$ cat src/rtl/s_axis_mem_mbuf_if.sv
// AXI-Stream bundle feeding the multi-buffer packet writer.
// The master drives tvalid/tdata/tstrb/tlast and the slave returns tready.
interface s_axis_mem_mbuf_if #(
    parameter int DATA_WIDTH = 32
);
    logic                    tvalid;
    logic                    tready;
    logic [DATA_WIDTH-1:0]   tdata;
    logic [DATA_WIDTH/8-1:0] tstrb;
    logic                    tlast;

    modport master (output tvalid, output tdata, output tstrb, output tlast, input tready);
    modport slave  (input tvalid, input tdata, input tstrb, input tlast, output tready);
endinterface

$ cat src/rtl/s_axis_mem_mbuf.sv
// AXI-Stream to memory packet writer with NUM_BUFS round-robin packet buffers.
// Optional per-packet byte count is enabled by defining S_AXIS_MEM_MBUF_BYTE_COUNT_EN.
module s_axis_mem_mbuf #(
    parameter int DATA_WIDTH = 32,
    parameter int ADDR_WIDTH = 5,
    parameter int NUM_BUFS   = 2,
    localparam int BUF_W     = $clog2(NUM_BUFS),
    localparam int STRB_W    = DATA_WIDTH / 8,
    localparam int BC_W      = ADDR_WIDTH + $clog2(DATA_WIDTH / 8) + 1
) (
    input  logic                        s_axis_aclk,
    input  logic                        s_axis_areset,
    s_axis_mem_mbuf_if.slave            s_axis,
    output logic [STRB_W-1:0]           mem_write_be,
    output logic [BUF_W+ADDR_WIDTH-1:0] mem_write_address,
    output logic [DATA_WIDTH-1:0]       mem_write_data,
    output logic                        rx_start,
    output logic                        rx_done,
    output logic [BUF_W-1:0]            rx_done_buf,
    output logic [ADDR_WIDTH:0]         rx_done_count,
    output logic                        rx_done_trunc,
    input  logic                        buf_release,
    output logic [BUF_W:0]              bufs_free
`ifdef S_AXIS_MEM_MBUF_BYTE_COUNT_EN
    ,
    output logic [BC_W-1:0]             rx_done_bytes
`endif
);

    typedef enum logic [1:0] {
        IDLE = 2'd0,
        RECV = 2'd1,
        DROP = 2'd2
    } state_t;

    localparam logic [BUF_W:0]        NUM_BUFS_C = (BUF_W + 1)'(NUM_BUFS);
    localparam logic [ADDR_WIDTH-1:0] PTR_MAX    = '1;

    state_t                      state_q, state_d;
    logic [ADDR_WIDTH-1:0]       ptr_q, ptr_d;
    logic [BUF_W-1:0]            wr_buf_q, wr_buf_d;
    logic [BUF_W:0]              free_q, free_d;
    logic [STRB_W-1:0]           be_q, be_d;
    logic [BUF_W+ADDR_WIDTH-1:0] addr_q, addr_d;
    logic [DATA_WIDTH-1:0]       data_q, data_d;
    logic                        done_q, done_d;
    logic [BUF_W-1:0]            done_buf_q, done_buf_d;
    logic [ADDR_WIDTH:0]         count_q, count_d;
    logic                        trunc_q, trunc_d;
    logic                        alloc;
    logic                        rel_ok;
    logic                        accept;

`ifdef S_AXIS_MEM_MBUF_BYTE_COUNT_EN
    localparam int POP_W = $clog2(DATA_WIDTH / 8) + 1;

    logic [BC_W-1:0] bytes_acc_q, bytes_acc_d;
    logic [BC_W-1:0] bytes_out_q, bytes_out_d;

    function automatic logic [POP_W-1:0] popcount(input logic [STRB_W-1:0] v);
        logic [POP_W-1:0] n;
        n = '0;
        for (int i = 0; i < STRB_W; i++) begin
            n = n + POP_W'(v[i]);
        end
        return n;
    endfunction
`endif

    assign s_axis.tready = (state_q != IDLE);
    assign accept        = s_axis.tvalid && s_axis.tready;
    assign rel_ok        = buf_release && (free_q != NUM_BUFS_C);

    always_comb begin
        state_d    = state_q;
        ptr_d      = ptr_q;
        wr_buf_d   = wr_buf_q;
        be_d       = '0;
        addr_d     = addr_q;
        data_d     = data_q;
        done_d     = 1'b0;
        done_buf_d = done_buf_q;
        count_d    = count_q;
        trunc_d    = trunc_q;
        alloc      = 1'b0;
`ifdef S_AXIS_MEM_MBUF_BYTE_COUNT_EN
        bytes_acc_d = bytes_acc_q;
        bytes_out_d = bytes_out_q;
`endif
        case (state_q)
            IDLE: begin
                if (s_axis.tvalid && (free_q != '0)) begin
                    alloc   = 1'b1;
                    state_d = RECV;
                    ptr_d   = '0;
`ifdef S_AXIS_MEM_MBUF_BYTE_COUNT_EN
                    bytes_acc_d = '0;
`endif
                end
            end
            RECV: begin
                if (accept) begin
                    be_d   = s_axis.tstrb;
                    addr_d = {wr_buf_q, ptr_q};
                    data_d = s_axis.tdata;
                    ptr_d  = ptr_q + 1'b1;
`ifdef S_AXIS_MEM_MBUF_BYTE_COUNT_EN
                    bytes_acc_d = bytes_acc_q + BC_W'(popcount(s_axis.tstrb));
`endif
                    // The last word slot closes the buffer even without tlast;
                    // any remaining beats are swallowed in DROP.
                    if (s_axis.tlast || (ptr_q == PTR_MAX)) begin
                        done_d     = 1'b1;
                        done_buf_d = wr_buf_q;
                        count_d    = {1'b0, ptr_q} + (ADDR_WIDTH + 1)'(1);
                        trunc_d    = !s_axis.tlast;
                        wr_buf_d   = wr_buf_q + 1'b1;
                        state_d    = s_axis.tlast ? IDLE : DROP;
`ifdef S_AXIS_MEM_MBUF_BYTE_COUNT_EN
                        bytes_out_d = bytes_acc_q + BC_W'(popcount(s_axis.tstrb));
`endif
                    end
                end
            end
            DROP: begin
                if (accept && s_axis.tlast) begin
                    state_d = IDLE;
                end
            end
            default: state_d = IDLE;
        endcase

        free_d = free_q;
        if (alloc && !rel_ok) begin
            free_d = free_q - (BUF_W + 1)'(1);
        end else if (!alloc && rel_ok) begin
            free_d = free_q + (BUF_W + 1)'(1);
        end
    end

    always_ff @(posedge s_axis_aclk) begin
        if (s_axis_areset) begin
            state_q    <= IDLE;
            ptr_q      <= '0;
            wr_buf_q   <= '0;
            free_q     <= NUM_BUFS_C;
            be_q       <= '0;
            addr_q     <= '0;
            data_q     <= '0;
            done_q     <= 1'b0;
            done_buf_q <= '0;
            count_q    <= '0;
            trunc_q    <= 1'b0;
`ifdef S_AXIS_MEM_MBUF_BYTE_COUNT_EN
            bytes_acc_q <= '0;
            bytes_out_q <= '0;
`endif
        end else begin
            state_q    <= state_d;
            ptr_q      <= ptr_d;
            wr_buf_q   <= wr_buf_d;
            free_q     <= free_d;
            be_q       <= be_d;
            addr_q     <= addr_d;
            data_q     <= data_d;
            done_q     <= done_d;
            done_buf_q <= done_buf_d;
            count_q    <= count_d;
            trunc_q    <= trunc_d;
`ifdef S_AXIS_MEM_MBUF_BYTE_COUNT_EN
            bytes_acc_q <= bytes_acc_d;
            bytes_out_q <= bytes_out_d;
`endif
        end
    end

    // rx_start is combinational so it marks the allocation cycle itself.
    assign rx_start          = alloc && !s_axis_areset;
    assign mem_write_be      = be_q;
    assign mem_write_address = addr_q;
    assign mem_write_data    = data_q;
    assign rx_done           = done_q;
    assign rx_done_buf       = done_buf_q;
    assign rx_done_count     = count_q;
    assign rx_done_trunc     = trunc_q;
    assign bufs_free         = free_q;
`ifdef S_AXIS_MEM_MBUF_BYTE_COUNT_EN
    assign rx_done_bytes     = bytes_out_q;
`endif

endmodule

$ cat src/flat_wrapper.sv
// flat-port wrapper written by rule: the top's interface ports become plain ports
module s_axis_mem_mbuf_flat 
#(
    parameter int DATA_WIDTH = 32,
    parameter int ADDR_WIDTH = 5,
    parameter int NUM_BUFS   = 2,
    localparam int BUF_W     = $clog2(NUM_BUFS),
    localparam int STRB_W    = DATA_WIDTH / 8,
    localparam int BC_W      = ADDR_WIDTH + $clog2(DATA_WIDTH / 8) + 1
)
  (s_axis_aclk, s_axis_areset, mem_write_be, mem_write_address, mem_write_data, rx_start, rx_done, rx_done_buf, rx_done_count, rx_done_trunc, buf_release, bufs_free, s_axis_tvalid, s_axis_tdata, s_axis_tstrb, s_axis_tlast, s_axis_tready);
  s_axis_mem_mbuf_if #(.DATA_WIDTH(DATA_WIDTH)) s_axis_i ();
  input  logic s_axis_aclk;
  input  logic s_axis_areset;
  output logic [STRB_W-1:0] mem_write_be;
  output logic [BUF_W+ADDR_WIDTH-1:0] mem_write_address;
  output logic [DATA_WIDTH-1:0] mem_write_data;
  output logic rx_start;
  output logic rx_done;
  output logic [BUF_W-1:0] rx_done_buf;
  output logic [ADDR_WIDTH:0] rx_done_count;
  output logic rx_done_trunc;
  input  logic buf_release;
  output logic [BUF_W:0] bufs_free;
  input wire logic [$bits(s_axis_i.tvalid)-1:0] s_axis_tvalid;
  input wire logic [$bits(s_axis_i.tdata)-1:0] s_axis_tdata;
  input wire logic [$bits(s_axis_i.tstrb)-1:0] s_axis_tstrb;
  input wire logic [$bits(s_axis_i.tlast)-1:0] s_axis_tlast;
  output wire logic [$bits(s_axis_i.tready)-1:0] s_axis_tready;
  assign s_axis_i.tvalid = s_axis_tvalid;
  assign s_axis_i.tdata = s_axis_tdata;
  assign s_axis_i.tstrb = s_axis_tstrb;
  assign s_axis_i.tlast = s_axis_tlast;
  assign s_axis_tready = s_axis_i.tready;
  s_axis_mem_mbuf #(.DATA_WIDTH(DATA_WIDTH), .ADDR_WIDTH(ADDR_WIDTH), .NUM_BUFS(NUM_BUFS)) u_core (.s_axis_aclk(s_axis_aclk), .s_axis_areset(s_axis_areset), .s_axis(s_axis_i), .mem_write_be(mem_write_be), .mem_write_address(mem_write_address), .mem_write_data(mem_write_data), .rx_start(rx_start), .rx_done(rx_done), .rx_done_buf(rx_done_buf), .rx_done_count(rx_done_count), .rx_done_trunc(rx_done_trunc), .buf_release(buf_release), .bufs_free(bufs_free));
endmodule
$ cat config.mk
export PLATFORM = sky130hd
export DESIGN_NAME = s_axis_mem_mbuf_flat
export DESIGN_NICKNAME = d
export VERILOG_FILES = /design/src/rtl/s_axis_mem_mbuf_if.sv /design/src/rtl/s_axis_mem_mbuf.sv /design/src/flat_wrapper.sv
export SDC_FILE = /design/constraint.sdc
export NUM_CORES = 1
export LEC_CHECK = 0
export CAP_MARGIN = 20
export CORE_UTILIZATION = 45
export CTS_BUF_LIST = sky130_fd_sc_hd__clkbuf_16
export DETAILED_ROUTE_END_ITERATION = 12
export PLACE_DENSITY = 0.84
export SYNTH_ARGS = -nofsm -noshare
export SYNTH_HDL_FRONTEND = slang
export SYNTH_SLANG_ARGS = --single-unit
$ cat constraint.sdc
create_clock -name s_axis_aclk -period 4.5 [get_ports s_axis_aclk]
set_input_delay 0.45 -clock s_axis_aclk [delete_from_list [all_inputs] [get_ports s_axis_aclk]]
set_output_delay 0.45 -clock s_axis_aclk [all_outputs]
set_load 0.03 [all_outputs]
# ---- Word-level counts from Yosys, hierarchy flattened
# Cells that the tools add are included.
# Widths: inputs -> output; s select.
dict set report word_totals {
  ff_bits 61
  latch_bits 0
  ram_bits 0
  romBits 0
  input_bits 41
  elab_cells 62
  n_memories 0
}
dict set report op_classes {
  addsub 5
  mul 0
  n_div 0
  magnitude_cmp 0
  n_eq_ne 8
  shift 0
  n_mux 14
  n_bitwise 2
  n_reduce_logical 22
}
# cell n
set op_table {}
lappend op_table {{$mux 2} 7}
lappend op_table {{$mux 5} 2}
lappend op_table {{$pmux 5 s2} 1}
lappend op_table {{$ne 2x1->1 const B} 4}
lappend op_table {{$reduce_bool 2->1} 4}
lappend op_table {{$logic_and 1x1->1} 7}
lappend op_table {{$add 5x1->6 const B} 1}
lappend op_table {{$pmux 2 s3} 1}
lappend op_table {{$reduce_and 3->1} 2}
lappend op_table {{$add 5x1->5 const B} 1}
lappend op_table {{$eq 5x5->1 const B} 1}
lappend op_table {{$logic_not 1->1} 4}
lappend op_table {{$reduce_and 4->1} 1}
lappend op_table {{$mux 1} 3}
lappend op_table {{$reduce_or 3->1} 1}
lappend op_table {{$add 2x1->2 const B} 1}
lappend op_table {{$eq 2x1->1 const B} 1}
lappend op_table {{$eq 2x2->1 const B} 1}
lappend op_table {{$logic_not 2->1} 1}
lappend op_table {{$ne 2x2->1 const B} 1}
lappend op_table {{$not 1->1} 2}
lappend op_table {{$reduce_and 2->1} 1}
lappend op_table {{$sub 2x1->2 const B} 1}
lappend op_table {{$add 1x1->1 const B} 1}
lappend op_table {{$logic_or 1x1->1} 1}

# ---- Logic depth before layout (Yosys ltp)
dict set report logic_depth {
  word_depth 8
  depth_mapped 7
  mapped_depth_nobuf 6
}

# ---- Worst setup path after synthesis
# OpenSTA, ideal clock, no wires.
dict set report synth_timing {
  path_kind {flip-flop to output port}
  from {reg u_core.free_q[0] (netlist: u_core.bufs_free[0])}
  to {out rx_start}
  arrival_ns 1.737
  required_time_ns 4.050
  path_slack_ns 2.313
  stages_incl_launch_ff 4
  n_path_buf 1
  cell_sequence {dfxtp_1 buf_2 nor2_1 nor4_1}
}
dict set report synth_between {
  elab_chain_cells 5
}
# element line_no
set synth_lines {}
lappend synth_lines {{start, declared} s_axis_mem_mbuf.sv:42} ;# logic [BUF_W:0] free_q, free_d;
lappend synth_lines {{start signal, assigned} s_axis_mem_mbuf.sv:162} ;# free_q <= free_d;
lappend synth_lines {{$reduce_bool 2->1} s_axis_mem_mbuf.sv:92} ;# if (s_axis.tvalid && (free_q != '0)) begin
lappend synth_lines {{$logic_and 1x1->1} s_axis_mem_mbuf.sv:92}
lappend synth_lines {{$mux 1} s_axis_mem_mbuf.sv:92}
lappend synth_lines {{$mux 1} s_axis_mem_mbuf.sv:90} ;# case (state_q)
lappend synth_lines {{$logic_and 1x1->1} s_axis_mem_mbuf.sv:178} ;# assign rx_start = alloc && !s_axis_areset;
lappend synth_lines {{end, declared} flat_wrapper.sv:18} ;# output logic rx_start;
# No other way between the ends.

# ---- Worst setup path in the final report
dict set report layout_timing {
  from {in s_axis_tvalid}
  to {out rx_start}
}
dict set report layout_between {
  elab_chain_cells 4
}
# element line_no
set layout_lines {}
lappend layout_lines {{start, declared} flat_wrapper.sv:25} ;# input wire logic [$bits(s_axis_i.tvalid)-1:0] s_axis_tvalid;
lappend layout_lines {{$logic_and 1x1->1} s_axis_mem_mbuf.sv:92}
lappend layout_lines {{$mux 1} s_axis_mem_mbuf.sv:92}
lappend layout_lines {{$mux 1} s_axis_mem_mbuf.sv:90}
lappend layout_lines {{$logic_and 1x1->1} s_axis_mem_mbuf.sv:178}
# No other way between the ends.

==> flow_metrics.env <==
export IMPL_timing_final_max_slew_violations=0
export IMPL_drive_above_1_share=0.0492
export IMPL_rrSetupSlack_ns=2.42
export IMPL_clock_tree_from_tritoncts="done"
export IMPL_synthArstFlopShare=0
export IMPL_post_cts_repair_resize_count=0
export IMPL_post_layout_total_power_mw=1.58
export IMPL_syn_area_per_cell_um2=8.31
export IMPL_vias_per_cell=4.96
export IMPL_timing_critical_path_from="s_axis_tvalid"
export IMPL_ys_ff_latch=61
export IMPL_worst_slew_margin_relative_to_its_limit=0.314
export IMPL_design_core_area_um2=4820
export IMPL_grt_max_degree=59
export IMPL_critical_path_reg2reg_endpoint="u_core.rx_done_count[5]"
export IMPL_io_buffers=95
export IMPL_final_common_cell="sky130_fd_sc_hd__clkdlybuf4s50_1"
export IMPL_ctsHoldBuffers=0
export IMPL_die_area_um2=5370
export IMPL_clock_skew_final_ns=0.00616
export IMPL_synth_seq_area_share=0.535
export IMPL_floorplan_die_height_um=73.3
export IMPL_regArea_um2=1220
export IMPL_cts_htree_levels=3
export IMPL_endpoint_kind="output port"
export IMPL_cts_max_path_buffers=2
export IMPL_first_pass_iters=4
export IMPL_achievable_frequency_ghz=0.401
export IMPL_clock_sink_count=61
export IMPL_post_route_cell_area_um2=3520
export IMPL_power_share_sequential=0.382
export IMPL_cts_clk_slew_worst_paths_ns=0.05
export IMPL_layout_area_overhead_vs_synth_pct=54.0
export IMPL_drt_iter0_drc=111
export IMPL_cellPowerDensity_nw_per_um2=450
export IMPL_netSwitchingFraction=0.257
export IMPL_antenna_cells_inserted=0
export IMPL_cts_made_buffers=9
export IMPL_hold_viol=0
export IMPL_holdPathStages=2
export IMPL_layout_nets=405
export IMPL_worstPathArrival_ns=2.04
export IMPL_highest_count_cells_in_the_layout_ignoring_fill_and_taps="sky130_fd_sc_hd__clkdlybuf4s50_1 (94), sky130_fd_sc_hd__nand2_1 (81), sky130_fd_sc_hd__dfxtp_1 (61)"
export IMPL_ys_dominant_reg_cell="sky130_fd_sc_hd__dfxtp_1"
export IMPL_via_count_of_the_first_global_routing_pass=1953
export IMPL_grt_antenna_before_repair=0
export IMPL_final_min_clock_period_ns=2.49
export IMPL_finalSetupTns_ns=0
export IMPL_share_comb_of_total_power=0.179
export IMPL_final_util=0.730
export IMPL_row_count=25
export IMPL_place_area_um2=3210
export IMPL_critical_path_class="primary input to output port"
export IMPL_die_width_um=73.3
export IMPL_status="finished clean"
export IMPL_postCtsSetupRepairBufs=0
export IMPL_synth_instances=275
export IMPL_power_clock_fraction=0.439
export IMPL_timing_critical_path_required_ns=4.05
export IMPL_ys_top_cells_by_area="sky130_fd_sc_hd__dfxtp_1 (53%), sky130_fd_sc_hd__nand2_1 (13%), sky130_fd_sc_hd__a21oi_1 (11%)"
export IMPL_multi_input_comb_area_um2=946
export IMPL_fin_crit_sh=0.554
export IMPL_reg2regPathDepth=3
export IMPL_route_final_wire_length_um=5370
export IMPL_root_buffer="sky130_fd_sc_hd__clkbuf_16"
export IMPL_worst_slew_pin_transition_ns=1.03
export IMPL_timing_final_setup_violations=0
export IMPL_route_detailed_drc=0
export IMPL_effective_utilization_at_floorplan=0.474
export IMPL_place_gp_congestion=0.731
export IMPL_worst_hold_path_endpoint="u_core.mem_write_data[17]"
export IMPL_rsz0062_at_grt="no"
export IMPL_regToRegStartpoint="u_core.state_q[0]"
export IMPL_routed_via_count=2146
export IMPL_cp_start_kind="primary input"
export IMPL_io_pins=96
export IMPL_cap_viol_max_count=0
export IMPL_power_ir_vdd_worst_mv=0.271
export IMPL_post_synth_instance_area_um2=2280
export IMPL_synth_top_area_share=0.535
export IMPL_hold_path_startpoint="u_core.mem_write_data[17]"
export IMPL_total_switching_power_uw=407
export IMPL_hpwlAfterDp_um=3380
export IMPL_synth_cell_type_count=27
export IMPL_worst_skew_pair_late_latency_ns=0.31
export IMPL_route_detailed_wl_per_inst_um=12.4
export IMPL_ys_warnings_count=0
export IMPL_hold_path_class="flop to flop"
export IMPL_cell_internal_pwr_mw=1.18
export IMPL_p_leak_nw=1.26
export IMPL_synthesis_nets=319
export IMPL_synth_largest_area_cell="sky130_fd_sc_hd__dfxtp_1"
export IMPL_globalRouteOverflowTotal=0
export IMPL_worst_path_max_fanout=6
export IMPL_detail_route_antenna_nets=0
export IMPL_synth_edf_count=0
export IMPL_track_usage=0.207
export IMPL_n_fill_cell=380
export IMPL_first_pass_grt_wire_length_um=8560
==> cell usage after synthesis (all sizes together) (3+ instances only) <==
| cell type | number |
|---|---|
| clkbuf | 7 |
| nand2 | 81 |
| buf | 14 |
| nor3 | 4 |
| nand3 | 5 |
| and3 | 5 |
| ha | 3 |
| a311oi | 4 |
| nand3b | 3 |
| nor2 | 5 |
| dfxtp | 61 |
| a21oi | 51 |
| or3 | 3 |
| o21ai | 11 |
==> sequential cells by signal (all words and copies together), names as in the netlist <==
signal                    cells
u_core.bufs_free              2
u_core.mem_write_address      6
u_core.mem_write_be           4
u_core.mem_write_data        32
u_core.ptr_q                  5
u_core.rx_done                1
u_core.rx_done_buf            1
u_core.rx_done_count          6
u_core.rx_done_trunc          1
u_core.state_q                2
u_core.wr_buf_q               1
==> power groups by stage <==
stage          clock [mW]  combinational, mW  sequential (mW)
6_report            0.694              0.283            0.605
5_1_grt             0.728              0.306            0.611
4_1_cts             0.704              0.285            0.606
3_5_place_dp            0              0.282            0.616
3_3_place_gp            0              0.279            0.615
2_1_floorplan           0              0.128            0.662
==> worst max path at each step <==
stage,end,slack [ns],cells past startpoint
2_1_floorplan,rx_start,2.31,3
3_3_place_gp,u_core.rx_done_count[5],1.93,4
3_5_place_dp,u_core.rx_done_count[5],1.91,4
4_1_cts,rx_start,1.99,4
5_1_grt,rx_start,1.91,4
6_report,rx_start,2.01,4
==> routing by layer <==
metal | share of wire | track usage | up-vias | wire (µm)
li1 | - | - | 1099 | -
met1 | 0.45 | 0.245 | 978 | 2390
met2 | 0.49 | 0.374 | 65 | 2650
met3 | 0.055 | 0.0480 | 4 | 293
met4 | 0.0054 | 0.0523 | 0 | 29
met5 | 0 | 0 | - | 0
==> cells by family after synthesis <==
logic type | after synthesis | synth area share
and+or+nand+nor | 113 | 0.214
AOI/OAI and AO/OA | 71 | 0.168
DFF | 61 | 0.535
buffers and inverters | 23 | 0.0520
xor gates and xnor gates | 4 | 0.0153
adders and majority gates | 3 | 0.0164
==> per-stage QoR <==
step	cells	setup slack [ns]	hold WS (ns)
after global placement	417	1.93	0.440
after global routing	433	1.91	0.471
final	433	2.01	0.451
after CTS	433	1.99	0.452
after detailed placement	417	1.91	0.446
after floorplan	275	2.31	0.450
==> cell type report <==
type / instances / area share
flip-flops and latches: 61 / 0.347
repair buffers: 96 / 0.271
multi-input cells: 191 / 0.269
clock buffers: 9 / 0.0640
well taps: 67 / 0.0238
clock inverters: 7 / 0.0231
inverters: 2 / 0.00213
==> critical path: stages <==
cell and delay [ns]:
sky130_fd_sc_hd__clkdlybuf4s50_1 0.55, sky130_fd_sc_hd__nand2b_1 0.14, sky130_fd_sc_hd__nor4_1 0.18, sky130_fd_sc_hd__clkdlybuf4s50_1 0.71
Note: power is estimated with default switching activity, not from simulation.
